## config.mk

```make
export PLATFORM = sky130hd
export DESIGN_NAME = dma_arbiter
export DESIGN_NICKNAME = d
export VERILOG_FILES = /design/src/rtl/dma_pkg.sv /design/src/rtl/dma_prio_select.sv /design/src/rtl/dma_arbiter.sv
export SDC_FILE = /design/constraint.sdc
export NUM_CORES = 1
export LEC_CHECK = 0
export ABC_CLOCK_PERIOD_IN_PS = 1900
export BUFFER_PORTS_ARGS = -buffer_cell sky130_fd_sc_hd__buf_2
export CORE_UTILIZATION = 45
export DETAILED_ROUTE_END_ITERATION = 8
export MAX_ROUTING_LAYER = met4
export PLACE_DENSITY = 0.74
export SYNTH_ARGS = -nofsm -noshare
export SYNTH_HDL_FRONTEND = slang
export SYNTH_SLANG_ARGS = --single-unit
```

## constraint.sdc

```tcl
create_clock -name i_clk -period 1.9 [get_ports i_clk]
set_input_delay 0.19 -clock i_clk [delete_from_list [all_inputs] [get_ports i_clk]]
set_output_delay 0.19 -clock i_clk [all_outputs]
set_load 0.1 [all_outputs]
```

## src/rtl/dma_pkg.sv

```systemverilog
// dma_pkg: shared channel, state and DPCR layout definitions for the DMA arbiter.
package dma_pkg;
    localparam int NUM_CH        = 7;
    localparam int DPCR_FIELD_W  = 4;
    localparam int DPCR_PRIO_LSB = 0;
    localparam int DPCR_EN_BIT   = 3;
    localparam int PRIO_W        = 3;

    typedef enum logic [2:0] {
        CH_MDECIN  = 3'd0,
        CH_MDECOUT = 3'd1,
        CH_GPU     = 3'd2,
        CH_CDROM   = 3'd3,
        CH_SPU     = 3'd4,
        CH_PIO     = 3'd5,
        CH_OTC     = 3'd6
    } ch_e;

    typedef enum logic [1:0] {
        ST_IDLE  = 2'd0,
        ST_GRANT = 2'd1,
        ST_GAP   = 2'd2
    } state_e;
endpackage

```

## src/rtl/dma_prio_select.sv

```systemverilog
// dma_prio_select: picks the eligible channel with the lowest priority value; ties go to the higher index.
module dma_prio_select
    import dma_pkg::*;
(
    input  logic [NUM_CH-1:0]        eligible,
    input  logic [NUM_CH*PRIO_W-1:0] prio,
    output logic [2:0]               winner,
    output logic                     found
);
    logic [PRIO_W-1:0] best;

    // Scanning upward with <= lets a later (higher) index win an equal-priority tie.
    always_comb begin
        found  = 1'b0;
        winner = 3'd0;
        best   = '1;
        for (int i = 0; i < NUM_CH; i++) begin
            if (eligible[i] && (!found || prio[PRIO_W*i +: PRIO_W] <= best)) begin
                found  = 1'b1;
                winner = 3'(i);
                best   = prio[PRIO_W*i +: PRIO_W];
            end
        end
    end
endmodule

```

## src/rtl/dma_arbiter.sv

```systemverilog
// dma_arbiter: grants the DMA bus master to one of seven channels for a bounded, non-preemptible burst.
// Optional CPU release window after each grant is enabled by defining DMA_CPU_GAP_EN.
module dma_arbiter
    import dma_pkg::*;
#(
    parameter int MAX_BURST = 16,
    parameter int CPU_GAP   = 4
) (
    input  logic                     i_clk,
    input  logic                     i_nrst,
    input  logic [NUM_CH-1:0]        i_req,
    input  logic [NUM_CH-1:0]        i_master_en,
    input  logic [NUM_CH*PRIO_W-1:0] i_prio,
    input  logic                     i_word_ack,
    input  logic                     i_done,
    output logic [NUM_CH-1:0]        o_grant,
    output logic [2:0]               o_grant_id,
    output logic                     o_grant_vld,
    output logic                     o_cpu_window,
    output logic [4:0]               o_burst_cnt
);
    state_e            state;
    logic [NUM_CH-1:0] eligible;
    logic [2:0]        winner;
    logic              found;
    logic              burst_end;
    logic              grant_end;

    assign eligible = i_req & i_master_en;

    dma_prio_select u_sel (
        .eligible(eligible),
        .prio    (i_prio),
        .winner  (winner),
        .found   (found)
    );

    // MAX_BURST of 0 makes the compare value all-ones, which the counter never reaches.
    assign burst_end = (MAX_BURST != 0) && i_word_ack && ({27'd0, o_burst_cnt} == 32'(MAX_BURST - 1));
    assign grant_end = i_done || !i_req[o_grant_id] || !i_master_en[o_grant_id] || burst_end;

`ifdef DMA_CPU_GAP_EN
    localparam int GAP_W = (CPU_GAP > 1) ? $clog2(CPU_GAP) : 1;
    logic [GAP_W-1:0] gap_cnt;
`else
    assign o_cpu_window = 1'b0;
`endif

    always_ff @(posedge i_clk or negedge i_nrst) begin
        if (!i_nrst) begin
            state        <= ST_IDLE;
            o_grant      <= '0;
            o_grant_id   <= '0;
            o_grant_vld  <= 1'b0;
            o_burst_cnt  <= '0;
`ifdef DMA_CPU_GAP_EN
            o_cpu_window <= 1'b0;
            gap_cnt      <= '0;
`endif
        end else begin
            case (state)
                ST_IDLE: begin
                    if (found) begin
                        state       <= ST_GRANT;
                        o_grant     <= NUM_CH'(1) << winner;
                        o_grant_id  <= winner;
                        o_grant_vld <= 1'b1;
                        o_burst_cnt <= '0;
                    end
                end
                ST_GRANT: begin
                    if (i_word_ack && o_burst_cnt != 5'd31)
                        o_burst_cnt <= o_burst_cnt + 5'd1;
                    if (grant_end) begin
                        o_grant     <= '0;
                        o_grant_vld <= 1'b0;
`ifdef DMA_CPU_GAP_EN
                        state        <= ST_GAP;
                        o_cpu_window <= 1'b1;
                        gap_cnt      <= GAP_W'(CPU_GAP - 1);
`else
                        state <= ST_IDLE;
`endif
                    end
                end
                ST_GAP: begin
`ifdef DMA_CPU_GAP_EN
                    if (gap_cnt == '0) begin
                        state        <= ST_IDLE;
                        o_cpu_window <= 1'b0;
                    end else begin
                        gap_cnt <= gap_cnt - 1'b1;
                    end
`else
                    state <= ST_IDLE;
`endif
                end
                default: state <= ST_IDLE;
            endcase
        end
    end
endmodule

```

==> out/results.tsv, run 1 <==
metric	value	unit
status	stopped before the end	
stop_stage	global routing (5_1_grt)	
error_line	[ERROR GRT-0232] Routing congestion too high. Check the congestion heatmap in the GUI.	
place.gp.congestion	0.839	
ys_types	50	
ys_top_cells_by_count	nand2_1, ha_1, nor2_1	
grt_max_degree	17	
hpwl	3570	um
gr-usage-all-layers	0.790	
syn_inst	186	
ys_top_cells_by_area	dfrtp_1, ha_1, nand2_1, o21ai_0, nor2_1	
synth_edf_count	0	
synth_top_area_share	0.258	
cts_max_level	1	
cts-root-buf	clkbuf_4	
clockBufferDepth	2	
rows	20	
ys_async_sr_fraction	1.00	
die_w	60.7	um
synth_top_area_cell	dfrtp_1	
synth_ff_type	dfrtp_1	
synth-seq-cells	16	
seq_area_frac_synth	0.258	
syn_area	1550	sq um
synth_warnings	0	
synth.most_common_cell	nand2_1	
avgSynthCellArea	8.35	sq um
die-height	60.7	um
io_buffer_count	54	
numCtsBuffers	3	
placed_area	2410	sq um
synth_nets	246	
ioPinCount	56	
worst_endpoint_kind	register data pin	
overflow	99	
cts_sinks	16	
worst_endpoint	o_grant_id[1]$_DFFE_PN0P_/D	
start_util	0.492	
## metrics by stage
stage | instances | hold WS [ns] | utilization | worst slack [ns]
4_1_cts | 357 | 0.204 | 0.877 | -4.84
3_5_place_dp | 336 | 0.114 | 0.765 | -5.34
3_3_place_gp | 336 | 0.112 | 0.765 | -5.20
2_1_floorplan | 186 | -0.106 | - | -4.79
## what timing repair did
| item | in CTS |
|---|---|
| pin swaps | 29 |
| hold buffers | 1 |
| gates cloned | 0 |
| endpoints found under the setup margin | 10 |
| buffers inserted | 16 |
| resized for setup | 34 |
| endpoints found under the hold margin | 16 |
## cells by family after synthesis
kind of cell | after synthesis | share of synthesized area
AO/OA/AOI/OAI | 65 | 0.309
AND/OR/NAND/NOR | 64 | 0.189
adder cells (fa/ha/maj) | 21 | 0.169
flip-flops | 16 | 0.258
buffers and inverters | 15 | 0.0395
XOR/XNOR | 2 | 0.0113
multiplexers | 2 | 0.0218
other | 1 | 0.00242
## metal layers
| metal | track usage | overflow |
|---|---|---|
| met1 | 0.719 | 0 |
| met2 | 1.03 | 62 |
| met3 | 0.497 | 0 |
| met4 | 0.922 | 37 |
| met5 | - | - |
==> inputs of run 2 (changes only) <==
CORE_UTILIZATION = 30   (was 45)
MAX_ROUTING_LAYER = unset   (was met4)
PLACE_DENSITY = unset   (was 0.74)
PLACE_DENSITY_LB_ADDON = 0.15   (was unset)
==> run 2 against run 1 <==
The flow now finishes, with violations (setup timing). Area after synthesis unchanged. Synthesized cell count unchanged.
==> out/results.tsv, run 2 <==
metric	value	unit
status	finished with violations	
violations	setup timing	
wire_per_inst	13.8	um
irDropWorstVdd	0.781	mV
power.net_switching	1.42	mW
route.detailed.drc	0	
ys_top_cells_by_count	nand2_1, ha_1, nor2_1	
top_regs	o_grant: 7 flops, o_burst_cnt: 5 flops, o_grant_id: 3 flops	
ys_types	50	
io_buffer_count	54	
die-height	73.9	um
setup_viol	10	
clk_pin_slew	0.06	ns
ioPinCount	56	
drt_iter0_markers	71	
synth_ff_type	dfrtp_1	
dp_cells	363	
drive_gt1_frac	0.629	
synth_top_area_share	0.258	
synth-seq-cells	16	
grt_pass1_wl	7700	um
synth.most_common_cell	nand2_1	
first_global_vias	1784	
arrival	6.96	ns
tritoncts	built	
routed_via_density	4.93	
synth_edf_count	0	
cts-root-buf	clkbuf_8	
die_w	73.9	um
routed_wl	5240	um
syn_area	1550	sq um
start_util	0.320	
numCtsBuffers	3	
fmax	0.148	GHz
final_cell_mix	buf_4, buf_2, nand2_1	
clock_skew	0.00408	ns
switching_share	0.533	
slowest_stage	mux2_4	
final_hold_viol_count	0	
fin_crit_sh	3.57	
ant_nets	0	
largest_register_ffs	7	
min_period	6.77	ns
max_stage_delay	0.32	ns
syn_to_final_growth	91.2	%
ys_async_sr_fraction	1.00	
final_common_cell	buf_4	
cts_sinks	16	
place.gp.congestion	0.878	
antenna_found_initial	0	
end_kind	register	
cts_max_level	1	
rsz0062_at_grt	yes	
p_leak	1.40	nW
avgSynthCellArea	8.35	sq um
power.density	895	nW/um^2
crit_type	in -> reg	
path_max_fanout	7	
die_area	5470	sq um
hpwl	3850	um
stdcell_count	380	
fin_nets	374	
core_area	4850	sq um
critPathMostFrequentCell	ha_4	
setup_ws	-4.87	ns
multi_input_area	1530	sq um
seq_area_frac_synth	0.258	
power_frac_seq	0.203	
pwr-share-comb	0.686	
num_antenna_cells	0	
report.final.slew_viol_count	0	
syn_inst	186	
synth_top_area_cell	dfrtp_1	
overflow	0	
largest_register	o_grant	
grt_max_degree	17	
synth_warnings	0	
dr_total_vias	1875	
dr.pass1.iters	4	
gr-usage-all-layers	0.179	
dp_slack	-5.30	ns
startpoint_type	primary input	
clockBufferDepth	2	
synth_nets	246	
power_frac_clock	0.111	
fill_cells	425	
required	2.09	ns
regArea	405	sq um
hold_class	in -> reg	
ys_top_cells_by_area	dfrtp_1, ha_1, nand2_1, o21ai_0, nor2_1	
rows	25	
insertion_delay	0.25	ns
internal-power	1.24	mW
finalSetupTns	-48.16	ns
maxCapViolations	0	
worst_hold_slack	0.243	ns
==> run 2: path summary, 6_finish.rpt <==
| path | startpoint | to | slack, ns | cells after the start |
|---|---|---|---|---|
| setup reg to reg | o_grant_id[0] | o_grant[3] | 0 | 6 |
| hold reg to reg | o_grant[5] | o_grant[5] | 0.50 | 1 |
| setup / recovery | i_master_en[0] | o_grant[2] | -4.87 | 38 |
| max in group asynchronous | i_nrst | o_burst_cnt[0] | 1.22 | 2 |
| min in group asynchronous | i_nrst | o_burst_cnt[2] | 0.40 | 2 |
| hold / removal | i_done | o_grant_vld | 0.24 | 3 |
==> run 2: per-stage QoR <==
stage           util  power (mW)  instance area [sq um]
2_1_floorplan      -        1.67                   1700
3_3_place_gp   0.509        2.14                   2470
3_5_place_dp   0.509        2.14                   2470
4_1_cts        0.562        2.53                   2720
5_1_grt        0.612        2.81                   2970
6_report       0.612        2.66                   2970
==> run 2: power by group through the flow <==
| stage | combinational [mW] | sequential [mW] | clock, mW |
|---|---|---|---|
| 6_report | 1.82 | 0.539 | 0.295 |
| 5_1_grt | 1.94 | 0.552 | 0.322 |
| 4_1_cts | 1.69 | 0.536 | 0.304 |
| 3_5_place_dp | 1.60 | 0.540 | 0 |
| 3_3_place_gp | 1.60 | 0.539 | 0 |
| 2_1_floorplan | 0.543 | 1.13 | 0 |
==> run 2: kinds of logic after synthesis <==
logic type	count (synthesis)	share of synthesized area
AOI/OAI and AO/OA	65	0.309
and+or+nand+nor	64	0.189
adders and majority gates	21	0.169
DFF	16	0.258
buffers and inverters	15	0.0395
xor gates and xnor gates	2	0.0113
muxes	2	0.0218
other	1	0.00242
==> run 2: worst max-delay path: cells and delay by family <==
family	cells	cell delay (ns)
buffers and inverters	2	0.22
adders and majority gates	6	1.58
AOI/OAI and AO/OA	19	3.21
muxes	1	0.32
and+or+nand+nor	10	1.44
==> run 2: area by class of cell <==
type | instances | share of cell area
inverters | 12 | 0.0160
well taps | 67 | 0.0282
repair buffers | 126 | 0.286
flip-flops and latches | 16 | 0.137
multi-input cells | 155 | 0.515
clock buffers | 4 | 0.0185
==> run 2: layer usage <==
layer  track usage  share of wire  up-vias
met2         0.322           0.51       48
met4        0.0299         0.0084        0
met1         0.233           0.45      872
met5             0              0        -
met3        0.0217          0.029        4
li1              -              -      951
==> run 2: what timing repair did <==
item | in CTS | in global routing
hold endpoints to repair | 16 | 0
endpoints found under the setup margin | 10 | 10
cloned | 0 | 0
setup buffers | 8 | 4
gates resized for setup | 28 | 32
hold buffers | 1 | 0
pin swaps | 27 | 39
Power figures use the tool's default switching activity.
==> inputs of run 3 (changes only) <==
CORE_AREA = 2 2 63 65   (was unset)
CORE_UTILIZATION = unset   (was 30)
DIE_AREA = 0 0 65 67   (was unset)
TNS_END_PERCENT = 30   (was unset)
==> run 3 against run 2 <==
The run still ends with setup timing left. Total power shrank 1.6%. Final cell count down 4.7%. Sequential share of layout area fell by 0.060 points. Hold slack better by 0.019 ns. Via count rose by 5.6%. Register-to-register slack worse by 0.10 ns. Worst setup slack lost 0.12 ns.
==> out/results.tsv, run 3 (synthesis gave the netlist of run 2 again) <==
metric	value	unit
reg2reg_from	o_grant_id[0]	
power.density	888	nW/um^2
dr.pass1.iters	4	
wire_per_inst	15.6	um
core_area	3610	sq um
start_util	0.431	
overflow	0	
maxCapViolations	0	
slowest_stage	ha_1	
final_cell_mix	buf_4, buf_2, nand2_1	
cts_max_level	1	
ant_nets	0	
drive_gt1_frac	0.627	
design_area	2950	sq um
irDropWorstVdd	0.634	mV
hold_path_startpoint	i_done	
clock_skew	0.00291	ns
numCtsBuffers	3	
gr-usage-all-layers	0.252	
syn_to_final_growth	89.7	%
largest_register	o_grant	
top_regs	o_grant: 7 flops, o_burst_cnt: 5 flops, o_grant_id: 3 flops	
report.final.slew_viol_count	0	
finalSetupTns	-49.19	ns
first_global_vias	1886	
die_area	4360	sq um
setup_ws	-5.00	ns
final_common_cell	buf_4	
end_kind	register	
required	2.08	ns
die_w	65	um
dr_total_vias	1980	
stdcell_count	362	
status	finished with violations	
grt_pass1_wl	8490	um
place.gp.congestion	0.910	
placed_area	2400	sq um
fin_nets	376	
antenna_found_initial	0	
tightestPinTransition	0.503	ns
violations	setup timing	
ioPinCount	56	
hold_class	in -> reg	
tritoncts	built	
setup_viol	10	
route.detailed.drc	0	
startpoint_type	primary input	
clk_pin_slew	0.06	ns
grt_max_degree	17	
num_antenna_cells	0	
path_max_fanout	6	
cts-root-buf	clkbuf_8	
routed_via_density	5.47	
critPathMostFrequentCell	ha_4	
die-height	67	um
clockBufferDepth	2	
fmax	0.145	GHz
fin_crit_sh	3.63	
max_stage_delay	0.35	ns
cts_sinks	16	
io_buffer_count	54	
worst_hold_slack	0.263	ns
dp_cells	339	
relSlewSlack	0.661	
insertion_delay	0.24	ns
rsz0062_at_grt	yes	
rows	22	
drt_iter0_markers	184	
arrival	7.08	ns
routed_wl	5650	um
min_period	6.90	ns
final_hold_viol_count	0	
p_leak	1.42	nW
cp-startpoint	i_master_en[0]	
hpwl	3880	um
largest_register_ffs	7	
crit_type	in -> reg	
run 3: area by class of cell:
class	count	area, sq um
multi-input cells	155	1540
clock buffers	3	41.3
well taps	48	60.1
repair buffers	128	860
inverters	12	45.0
fillers	214	661
flip-flops and latches	16	400
run 3: worst paths after layout:
path                                   to  slack (ns)  cells after the start
max in group asynchronous      o_grant[2]        1.25                      2
min in group asynchronous  o_burst_cnt[0]        0.39                      2
max                            o_grant[1]       -5.00                     37
max reg2reg                    o_grant[0]       -0.10                      7
min reg2reg                    o_grant[3]        0.50                      1
min                           o_grant_vld        0.26                      3
run 3: power breakdown:
group,total [mW],switching [mW],leakage [nW],internal [mW]
sequential,0.529,0.102,0.211,0.427
combinational,1.84,1.22,1.19,0.624
clock,0.247,0.106,0.0216,0.140
run 3: layer usage:
| layer | up-vias | global-route usage | part of all wire |
|---|---|---|---|
| li1 | 955 | - | - |
| met1 | 943 | 0.311 | 0.42 |
| met2 | 80 | 0.463 | 0.52 |
| met3 | 2 | 0.0490 | 0.056 |
| met4 | 0 | 0.0346 | 0.0037 |
| met5 | - | 0 | 0 |
run 3: critical path: cells and delay by family:
family | cells | cell delay, ns
AO/OA/AOI/OAI | 19 | 3.37
adder cells (fa/ha/maj) | 6 | 1.50
buffers and inverters | 2 | 0.22
multiplexers | 1 | 0.31
AND/OR/NAND/NOR | 9 | 1.46
run 3: metrics by stage:
step / setup WS, ns / utilization / power [mW]
detailed placement: -5.30 / 0.667 / 2.11
global placement: -5.15 / 0.667 / 2.09
finish: -5.00 / 0.817 / 2.62
CTS: -4.86 / 0.751 / 2.45
floorplan: -4.80 / - / 1.67
global route: -5.21 / 0.817 / 2.76
run 3: what timing repair did:
action	CTS	global route
gates resized for setup	29	33
pin swaps	35	37
setup endpoints to repair	10	10
buffers inserted	14	5
hold buffers	1	0
hold endpoints to repair	16	0
